--- src/rtl/combo_lock_pkg.sv ---
// Shared state encoding and helpers for the parametrised combination lock.
package combo_lock_pkg;

  localparam logic [1:0] ST_ENTRY   = 2'd0;
  localparam logic [1:0] ST_OPEN    = 2'd1;
  localparam logic [1:0] ST_LOCKOUT = 2'd2;

  // Widest keypad the one-hot helper accepts; narrower vectors are zero-extended.
  localparam int unsigned OneHotW = 32;

  function automatic logic is_onehot(input logic [OneHotW-1:0] v);
    return (v != '0) && ((v & (v - OneHotW'(1))) == '0);
  endfunction

endpackage

--- src/rtl/key_press_detect.sv ---
// Rising-edge detector for the keypad: a press is any key set while none was set last cycle.
module key_press_detect
  import combo_lock_pkg::*;
#(
  parameter int unsigned KEY_W = 4
) (
  input  logic             clk_i,
  input  logic             rst_ni,
  input  logic [KEY_W-1:0] keys_i,
  output logic             press_o,
  output logic [KEY_W-1:0] press_key_o,
  output logic             press_valid_o
);

  logic [KEY_W-1:0] keys_q;

  always_ff @(posedge clk_i or negedge rst_ni) begin
    if (!rst_ni) begin
      keys_q <= '0;
    end else begin
      keys_q <= keys_i;
    end
  end

  assign press_o       = (keys_i != '0) && (keys_q == '0);
  assign press_key_o   = keys_i;
  assign press_valid_o = is_onehot(OneHotW'(keys_i));

endmodule

--- src/rtl/param_combo_lock.sv ---
// Moore combination lock with programmable code, timed unlock and timed lockout after
// repeated wrong digits.
module param_combo_lock
  import combo_lock_pkg::*;
#(
  parameter int unsigned KEY_W          = 4,
  parameter int unsigned CODE_LEN       = 4,
  parameter int unsigned MAX_FAILS      = 3,
  parameter int unsigned UNLOCK_CYCLES  = 8,
  parameter int unsigned LOCKOUT_CYCLES = 16
) (
  input  logic                             clk_i,
  input  logic                             rst_ni,
  input  logic [KEY_W-1:0]                 keys_i,
  input  logic [CODE_LEN*KEY_W-1:0]        code_i,
  output logic                             unlock_o,
  output logic [CODE_LEN-1:0]              progress_o,
  output logic                             locked_out_o,
  output logic [$clog2(MAX_FAILS+1)-1:0]   fail_count_o
);

  localparam int unsigned MatchW   = $clog2(CODE_LEN);
  localparam int unsigned FailW    = $clog2(MAX_FAILS + 1);
  localparam int unsigned TimerMax = (UNLOCK_CYCLES > LOCKOUT_CYCLES) ? UNLOCK_CYCLES
                                                                       : LOCKOUT_CYCLES;
  localparam int unsigned TimerW   = $clog2(TimerMax + 1);

  localparam logic [MatchW-1:0] LastDigit   = MatchW'(CODE_LEN - 1);
  localparam logic [FailW-1:0]  FailMax     = FailW'(MAX_FAILS);
  localparam logic [FailW-1:0]  FailLast    = FailW'(MAX_FAILS - 1);
  localparam logic [TimerW-1:0] UnlockLoad  = TimerW'(UNLOCK_CYCLES);
  localparam logic [TimerW-1:0] LockoutLoad = TimerW'(LOCKOUT_CYCLES);
  localparam logic [TimerW-1:0] TimerLast   = TimerW'(1);

  logic                            press;
  logic [KEY_W-1:0]                press_key;
  logic                            press_valid;
  logic [CODE_LEN-1:0][KEY_W-1:0]  code_digits;
  logic [KEY_W-1:0]                digit;

  logic [1:0]          state_q, state_d;
  logic [MatchW-1:0]   matched_q, matched_d;
  logic [TimerW-1:0]   timer_q, timer_d;
  logic [FailW-1:0]    fail_q, fail_d;
  logic                unlock_q, unlock_d;
  logic                locked_out_q, locked_out_d;
  logic [CODE_LEN-1:0] progress_q, progress_d;

  key_press_detect #(
    .KEY_W (KEY_W)
  ) u_key_press_detect (
    .clk_i         (clk_i),
    .rst_ni        (rst_ni),
    .keys_i        (keys_i),
    .press_o       (press),
    .press_key_o   (press_key),
    .press_valid_o (press_valid)
  );

  // Digit 0 sits in the least significant KEY_W bits and is entered first.
  assign code_digits = code_i;
  assign digit       = code_digits[matched_q];

  always_ff @(posedge clk_i or negedge rst_ni) begin
    if (!rst_ni) begin
      state_q      <= ST_ENTRY;
      matched_q    <= '0;
      timer_q      <= '0;
      fail_q       <= '0;
      unlock_q     <= 1'b0;
      locked_out_q <= 1'b0;
      progress_q   <= '0;
    end else begin
      state_q      <= state_d;
      matched_q    <= matched_d;
      timer_q      <= timer_d;
      fail_q       <= fail_d;
      unlock_q     <= unlock_d;
      locked_out_q <= locked_out_d;
      progress_q   <= progress_d;
    end
  end

  always_comb begin
    state_d   = state_q;
    matched_d = matched_q;
    timer_d   = timer_q;
    fail_d    = fail_q;
    unique case (state_q)
      ST_ENTRY: begin
        if (press) begin
          if (press_valid && (press_key == digit)) begin
            if (matched_q == LastDigit) begin
              state_d   = ST_OPEN;
              matched_d = '0;
              timer_d   = UnlockLoad;
              fail_d    = '0;
            end else begin
              matched_d = matched_q + 1'b1;
            end
          end else begin
            // A wrong press restarts the attempt and is never taken as digit 0.
            matched_d = '0;
            if (fail_q == FailLast) begin
              state_d = ST_LOCKOUT;
              timer_d = LockoutLoad;
              fail_d  = FailMax;
            end else begin
              fail_d = fail_q + 1'b1;
            end
          end
        end
      end
      ST_OPEN, ST_LOCKOUT: begin
        if (timer_q == TimerLast) begin
          state_d   = ST_ENTRY;
          matched_d = '0;
          timer_d   = '0;
          fail_d    = '0;
        end else begin
          timer_d = timer_q - 1'b1;
        end
      end
      default: begin
        state_d   = ST_ENTRY;
        matched_d = '0;
        timer_d   = '0;
        fail_d    = '0;
      end
    endcase
  end

  // Outputs are decoded from the next state and registered, so they change only on clk.
  always_comb begin
    unlock_d     = (state_d == ST_OPEN);
    locked_out_d = (state_d == ST_LOCKOUT);
    progress_d   = '0;
    if (state_d == ST_OPEN) begin
      progress_d = '1;
    end else if (state_d == ST_ENTRY) begin
      for (int unsigned i = 0; i < CODE_LEN; i++) begin
        progress_d[i] = (MatchW'(i) < matched_d);
      end
    end
  end

  assign unlock_o     = unlock_q;
  assign locked_out_o = locked_out_q;
  assign progress_o   = progress_q;
  assign fail_count_o = fail_q;

endmodule

--- config.mk ---
export PLATFORM = sky130hd
export DESIGN_NAME = param_combo_lock
export DESIGN_NICKNAME = d
export VERILOG_FILES = /design/src/rtl/combo_lock_pkg.sv /design/src/rtl/key_press_detect.sv /design/src/rtl/param_combo_lock.sv
export SDC_FILE = /design/constraint.sdc
export NUM_CORES = 1
export LEC_CHECK = 0
export ABC_CLOCK_PERIOD_IN_PS = 4860
export CAP_MARGIN = 20
export CELL_PAD_IN_SITES_DETAIL_PLACEMENT = 2
export CELL_PAD_IN_SITES_GLOBAL_PLACEMENT = 2
export CORE_MARGIN = 10
export CORE_UTILIZATION = 33
export DETAILED_ROUTE_END_ITERATION = 8
export PLACE_DENSITY = 0.91
export SLEW_MARGIN = 15
export SYNTH_ARGS = -nofsm -noshare
export SYNTH_HDL_FRONTEND = slang
export SYNTH_SLANG_ARGS = --single-unit
--- constraint.sdc ---
create_clock -name clk_i -period 4.86 [get_ports clk_i]
set_clock_uncertainty 0.05 [all_clocks]
set_input_delay 0.972 -clock clk_i [delete_from_list [all_inputs] [get_ports clk_i]]
set_output_delay 0.972 -clock clk_i [all_outputs]
set_load 0.02 [all_outputs]
; ---- Word-level counts from Yosys, hierarchy flattened
; Cells that the tools add are included.
[totals]
latchBits = 0
mem_count = 0
word_cells = 68
ram_bits = 0
register_bits = 21
romBits = 0
[op_classes]
n_mux = 27
n_bitwise = 1
n_mul = 0
n_div = 0
magnitude_cmp = 5
addsub = 4
shifts = 0
n_reduce_logical = 11
eq_ne = 12
[ops]
columns = operator, count
row1 = 4-bit by 32-bit bitwise AND with 32-bit output, 1
row2 = 32-bit logical NOT, 1
row3 = 2-bit 2-to-1 mux, 14
row4 = 5-bit 2-to-1 mux, 5
row5 = 4-bit 2-to-1 mux, 3
row6 = 2-bit case mux with 2 select lines, 3
row7 = 5-bit case mux with 2 select lines, 1
row8 = 4-bit binary-select mux with 2-bit select, 1
row9 = 2-bit == test (second input constant), 4
row10 = 3-bit inequality test (second input constant), 2
row11 = 3-bit AND reduction, 2
row12 = 5-bit by 1-bit == test with 1-bit output (second input constant), 1
row13 = 4-bit by 1-bit subtractor with 5-bit output (second input constant), 1
row14 = 5-bit by 1-bit subtractor with 5-bit output (second input constant), 1
row15 = 2-bit by 1-bit adder with 2-bit output (second input constant), 2
row16 = 2-bit by 1-bit == test with 1-bit output (second input constant), 2
row17 = 4-bit == test, 1
row18 = 2-bit logical NOT, 2
row19 = 4-bit logical NOT, 1
row20 = 1-bit by 2-bit < comparator with 1-bit output (first input constant), 2
row21 = 2-bit < comparator (first input constant), 2
row22 = 2-bit inequality test (second input constant), 2
row23 = 4-bit nonzero test, 1
row24 = 1-bit logical AND, 3
row25 = 2 further kinds, 2

; ---- Depth between registers and ports, before layout
[logic_depth]
depth_word = 11
ltp_mapped = 10
mapped_depth_nobuf = 10

; ---- By module
; From an unflattened synthesis, not the netlist that was laid out.
[unflattened]
cells_unflattened = 127
area_unflattened_um2 = 1281.2
[modules_own_cells]
columns = mod, n_inst, area_each_um2, seq_area_each_um2, cells_per_inst
row1 = param_combo_lock, 1, 1096.1, 400.4, 111
row2 = key_press_detect, 1, 185.2, 100.1, 16

; ---- Worst setup path before layout
; No wires, ideal clock.
[synth_timing]
kind = in2reg
start = in code_i[13]
end = reg timer_q[3]
stages = 6
t_arrival_ps = 2691
setup_ps = 119
setup_slack_ps = 2000
n_path_buf = 0
required_ps = 4691
path_cell_list = mux4_2 nor3b_2 o21ai_1 a221oi_4 mux2_2 o21a_1
[synth_between]
elab_chain_len = 7
word_cells_on_any_way = 10
[synth_lines]
columns = item, line
row1 = "start, declared", param_combo_lock.sv:15  ; input logic [CODE_LEN*KEY_W-1:0] code_i,
row2 = 4-bit binary-select mux with 2-bit select *, param_combo_lock.sv:62  ; assign digit = code_digits[matched_q];
row3 = 4-bit 2-to-1 mux (not written as such) *, param_combo_lock.sv:62
row4 = 4-bit == test *, param_combo_lock.sv:92  ; if (press_valid && (press_key == digit)) begin
row5 = 1-bit logical AND *, param_combo_lock.sv:92
row6 = 5-bit 2-to-1 mux, param_combo_lock.sv:92
row7 = 5-bit 2-to-1 mux, param_combo_lock.sv:91  ; if (press) begin
row8 = 5-bit case mux with 2 select lines, param_combo_lock.sv:89  ; unique case (state_q)
row9 = "end signal, assigned", param_combo_lock.sv:76  ; timer_q <= timer_d;
row10 = "end, declared", param_combo_lock.sv:43  ; logic [TimerW-1:0] timer_q, timer_d;
; Mark *: on every way between the ends. The rest lies on a longest branch, timed or not. The select of a mux whose other input is x is not followed.
; A chain may end at the register's enable or synchronous reset.

; ---- Final worst setup path
[layout_timing]
start = in code_i[13]
end = reg locked_out_q (netlist: locked_out_o)
[layout_between]
elab_chain_len = 8
[layout_lines]
columns = item, line
row1 = 4-bit binary-select mux with 2-bit select, param_combo_lock.sv:62
row2 = 4-bit 2-to-1 mux (not written as such), param_combo_lock.sv:62
row3 = 4-bit == test, param_combo_lock.sv:92
row4 = 1-bit logical AND, param_combo_lock.sv:92
row5 = 2-bit 2-to-1 mux, param_combo_lock.sv:92
row6 = 2-bit 2-to-1 mux, param_combo_lock.sv:91
row7 = 2-bit case mux with 2 select lines, param_combo_lock.sv:89
row8 = 2-bit == test, param_combo_lock.sv:136  ; locked_out_d = (state_d == ST_LOCKOUT);
row9 = named net locked_out_d, param_combo_lock.sv:46  ; logic locked_out_q, locked_out_d;
row10 = "end signal, assigned", param_combo_lock.sv:79  ; locked_out_q <= locked_out_d;
row11 = "end, declared", param_combo_lock.sv:46
; The timed path passes the listed nets, and every way through them passes these cells. The select of a mux whose other input is x is not followed.

==> summary.txt <==
Detailed routing
  – Drt pass-1 iters: 3
  – Drt wl/cell: 18.64 um
  – Vias/cell: 5.165
  – DRC: 0
  – Antenna Nets Post-Route: 0
  – DRT iter0 DRCs: 48
  – Final wirelength: 3.840 mm
  – Vias: 1064

Placed design
  – Dpl hpwl: 3.070 mm
  – Buffers on Ports: 29
  – Placed Instances: 202
  – Routability cong.: 0.7634
  – Post-place setup slack: 1.057 ns

GRT
  – Largest net degree at the start of global routing: 21
  – Tot GR Track Use: 11.78%
  – GRT overflow: 0
  – First-pass GRT wire length: 6.223 mm
  – Initial antenna violation count: 0
  – Vias in the first global route: 1229

Floorplan
  – Die Height: 82.77 um
  – Starting Density: 34.73%
  – I/O Pins: 30
  – Cell row count: 22
  – Total core area: 3744 um2
  – Full die area: 6850 um2
  – Die X: 82.77 um

Setup path
  – CP peak stage delay: 0.59 ns
  – Critical-path cell list: clkdlybuf4s50_1 > mux4_2 > nor3_1 > o21ai_2 > a221oi_4 > a311oi_2 > a211oi_2 > a2111oi_0
  – Slowest CP cell: a221oi_4
  – Crit path buf inv count: 1
  – Crit Path Max Fanout: 13
  – Req. time, crit path: 4.92 ns
  – Setup Crit Path Kind: in -> reg
  – Family with the most delay on the worst path: compound AO/OA/AOI/OAI gates
  – CP arrival: 3.57 ns
  – Crit end category: flip-flop
  – CP startpoint kind: primary input

STA
  – Min setup slack post-route: 1.353 ns
  – Worst-Margin Slew: 0.8974 ns
  – RSZ-0062 raised after global routing: no
  – Final min period: 3.507 ns
  – Max-slew headroom: 39.98%
  – Final setup vio count: 0
  – Achievable Freq: 285.2 MHz
  – Final Hold Viols: 0
  – Setup tns final: 0 ns
  – Max-slew violations: 0
  – Period utilization: 72.15%

Clock network
  – Post-cts sizing count: 0
  – Clock Sinks: 20
  – Hold-fix buffers at CTS: 0
  – CTS H-tree depth: 1
  – Root Buffer: clkbuf_8
  – Num CTS Buffers: 3
  – TritonCTS clock tree: built
  – Clk buf depth: 2
  – Worst-path clk slew: 0.08 ns
  – Clock Latency Late Sink: 0.26 ns
  – Post-CTS setup buffer count: 0

Yosys
  – Post-synth EDFFs: 0
  – Seq/Total Area, Yosys: 38.50%
  – Mapped Cells: 129
  – Async SR Flop Fraction: 100.0%
  – Post-Syn Nets: 157
  – Largest family of logic cells by synthesized area: simple AND/OR/NAND/NOR gates
  – Unique masters post-synth: 43
  – Adder-cell share of the synthesized area: 5.775%
  – Yosys warns: 0
  – Syn Area/Cell: 10.08 um2
  – Top FF cell, synth: dfrtp_1
  – Synth Register Bits: 20
  – Simple-gate area share of the yosys netlist: 19.15%
  – Mux share of post-synthesis cell area: 9.817%
  – Post-Synth XOR/XNOR Area: 4.042%
  – Compound-Gate Fraction of Synth Area: 16.94%
  – Synthesized area: 1300 um2

Run status
  – Run status: completed

Final layout
  – Synthesis-to-layout area growth: 28.58%
  – FF+latch area: 500.5 um2
  – Proportion of layout cells with a drive suffix above 1: 9.494%
  – N_diodes: 0
  – NumNets Final: 187
  – Non-filler cells, final: 206
  – Layout fillers: 416
  – Footprint of the multi-input gates: 724.4 um2

Power
  – P_leak: 0.0007366 uW
  – Worst ir drop on vdd: 0.1549 mV
  – P per Cell Area: 356.5 nW/um2

Job
  – Max_cap viols: 0

Worst hold path
  – Worst hold path type: reg -> reg
[where the power goes]
part	switching, uW	leakage [uW]	internal (uW)
Combinational	128	0.000448	112
Clock	59.8	0.0000288	72.3
Sequential	27.0	0.000260	198
[Yosys cell counts (all sizes together) (2+ instances only)]
master    n  area (um2)
xnor2     3       26.28
xor2      3       26.28
a21oi     4       20.02
inv      11       41.29
nor3b     4       40.03
nand3     3       15.01
a21boi    2       15.01
mux2      2       22.52
nor3      5       25.02
nor2b     3       18.77
mux2i     6       60.06
nor2      6       22.52
ha        6       75.07
nand2     9       33.78
o21ai     9       48.79
and2      3       18.77
o22ai     2       18.77
nand2b    4       25.02
nor4      2       12.51
dfrtp    20       500.5
mux4      2       45.04
o2bb2ai   2       17.52
buf       3       30.03
[state kept, by name, indices dropped and copies added (netlist names)]
name and flops:
fail_count_o 2, locked_out_o 1, u_key_press_detect.keys_q 4, state_q 2, matched_q 2, timer_q 5, progress_o 4
[placed cells by master (no fill, tap or decap), types with 3 or more instances in the layout]
| cell | n |
|---|---|
| nor2b_1 | 3 |
| and2_1 | 3 |
| clkbuf_8 | 4 |
| xor2_1 | 3 |
| o21ai_0 | 3 |
| nand3_1 | 3 |
| nor3_1 | 5 |
| mux2i_1 | 6 |
| dfrtp_1 | 20 |
| inv_1 | 11 |
| nor2_1 | 6 |
| a21oi_1 | 4 |
| xnor2_1 | 3 |
| clkdlybuf4s50_1 | 29 |
| o21ai_1 | 5 |
| nand2_1 | 9 |
| nand2b_1 | 4 |
| ha_1 | 6 |
[kinds of logic after synthesis]
logic type                 after synthesis
AOI/OAI and AO/OA                       28
xor gates and xnor gates                 6
buffers and inverters                   15
adders and majority gates                6
muxes                                   10
and+or+nand+nor                         44
DFF                                     20
[cell type report]
cell class              instances  share of cell area, %
clock buffers                   4                  3.293
multi-input cells              94                  43.34
inverters                      11                  2.470
repair buffers                 29                  17.37
flip-flops and latches         20                  29.94
well taps                      48                  3.593
[metal layers]
layer	share of wire, %	vias to the layer above	wire length, um	global-route usage, %
li1	-	515	-	-
met2	53	13	2017	20.14
met1	42	528	1631	14.01
met3	3.4	8	131	2.916
met5	0	-	0	0
met4	1.5	0	59	4.013
[worst paths after layout]
path	slack, ns	startpoint	cells past startpoint	endpoint
hold reg to reg	0.53	timer_q[3]	1	timer_q[3]
setup reg to reg	1.76	matched_q[0]	7	locked_out_o
min in group asynchronous	1.16	rst_ni	1	matched_q[0]
max in group asynchronous	3.05	rst_ni	1	fail_count_o[0]
hold / removal	0.53	timer_q[3]	1	timer_q[3]
setup / recovery	1.35	code_i[13]	8	locked_out_o
[stage by stage]
stage	utilization (%)	power (uW)	area, um2	hold slack, ns
after global routing	44.65	638.6	1672	0.5570
after floorplan	-	379.8	1300	0.4428
after detailed placement	43.18	469.8	1617	0.5042
after CTS	44.65	604.1	1672	0.5221
final	44.65	596.0	1672	0.5283
after global placement	43.18	451.1	1617	0.4718
Note: power is estimated with default switching activity, not from simulation.
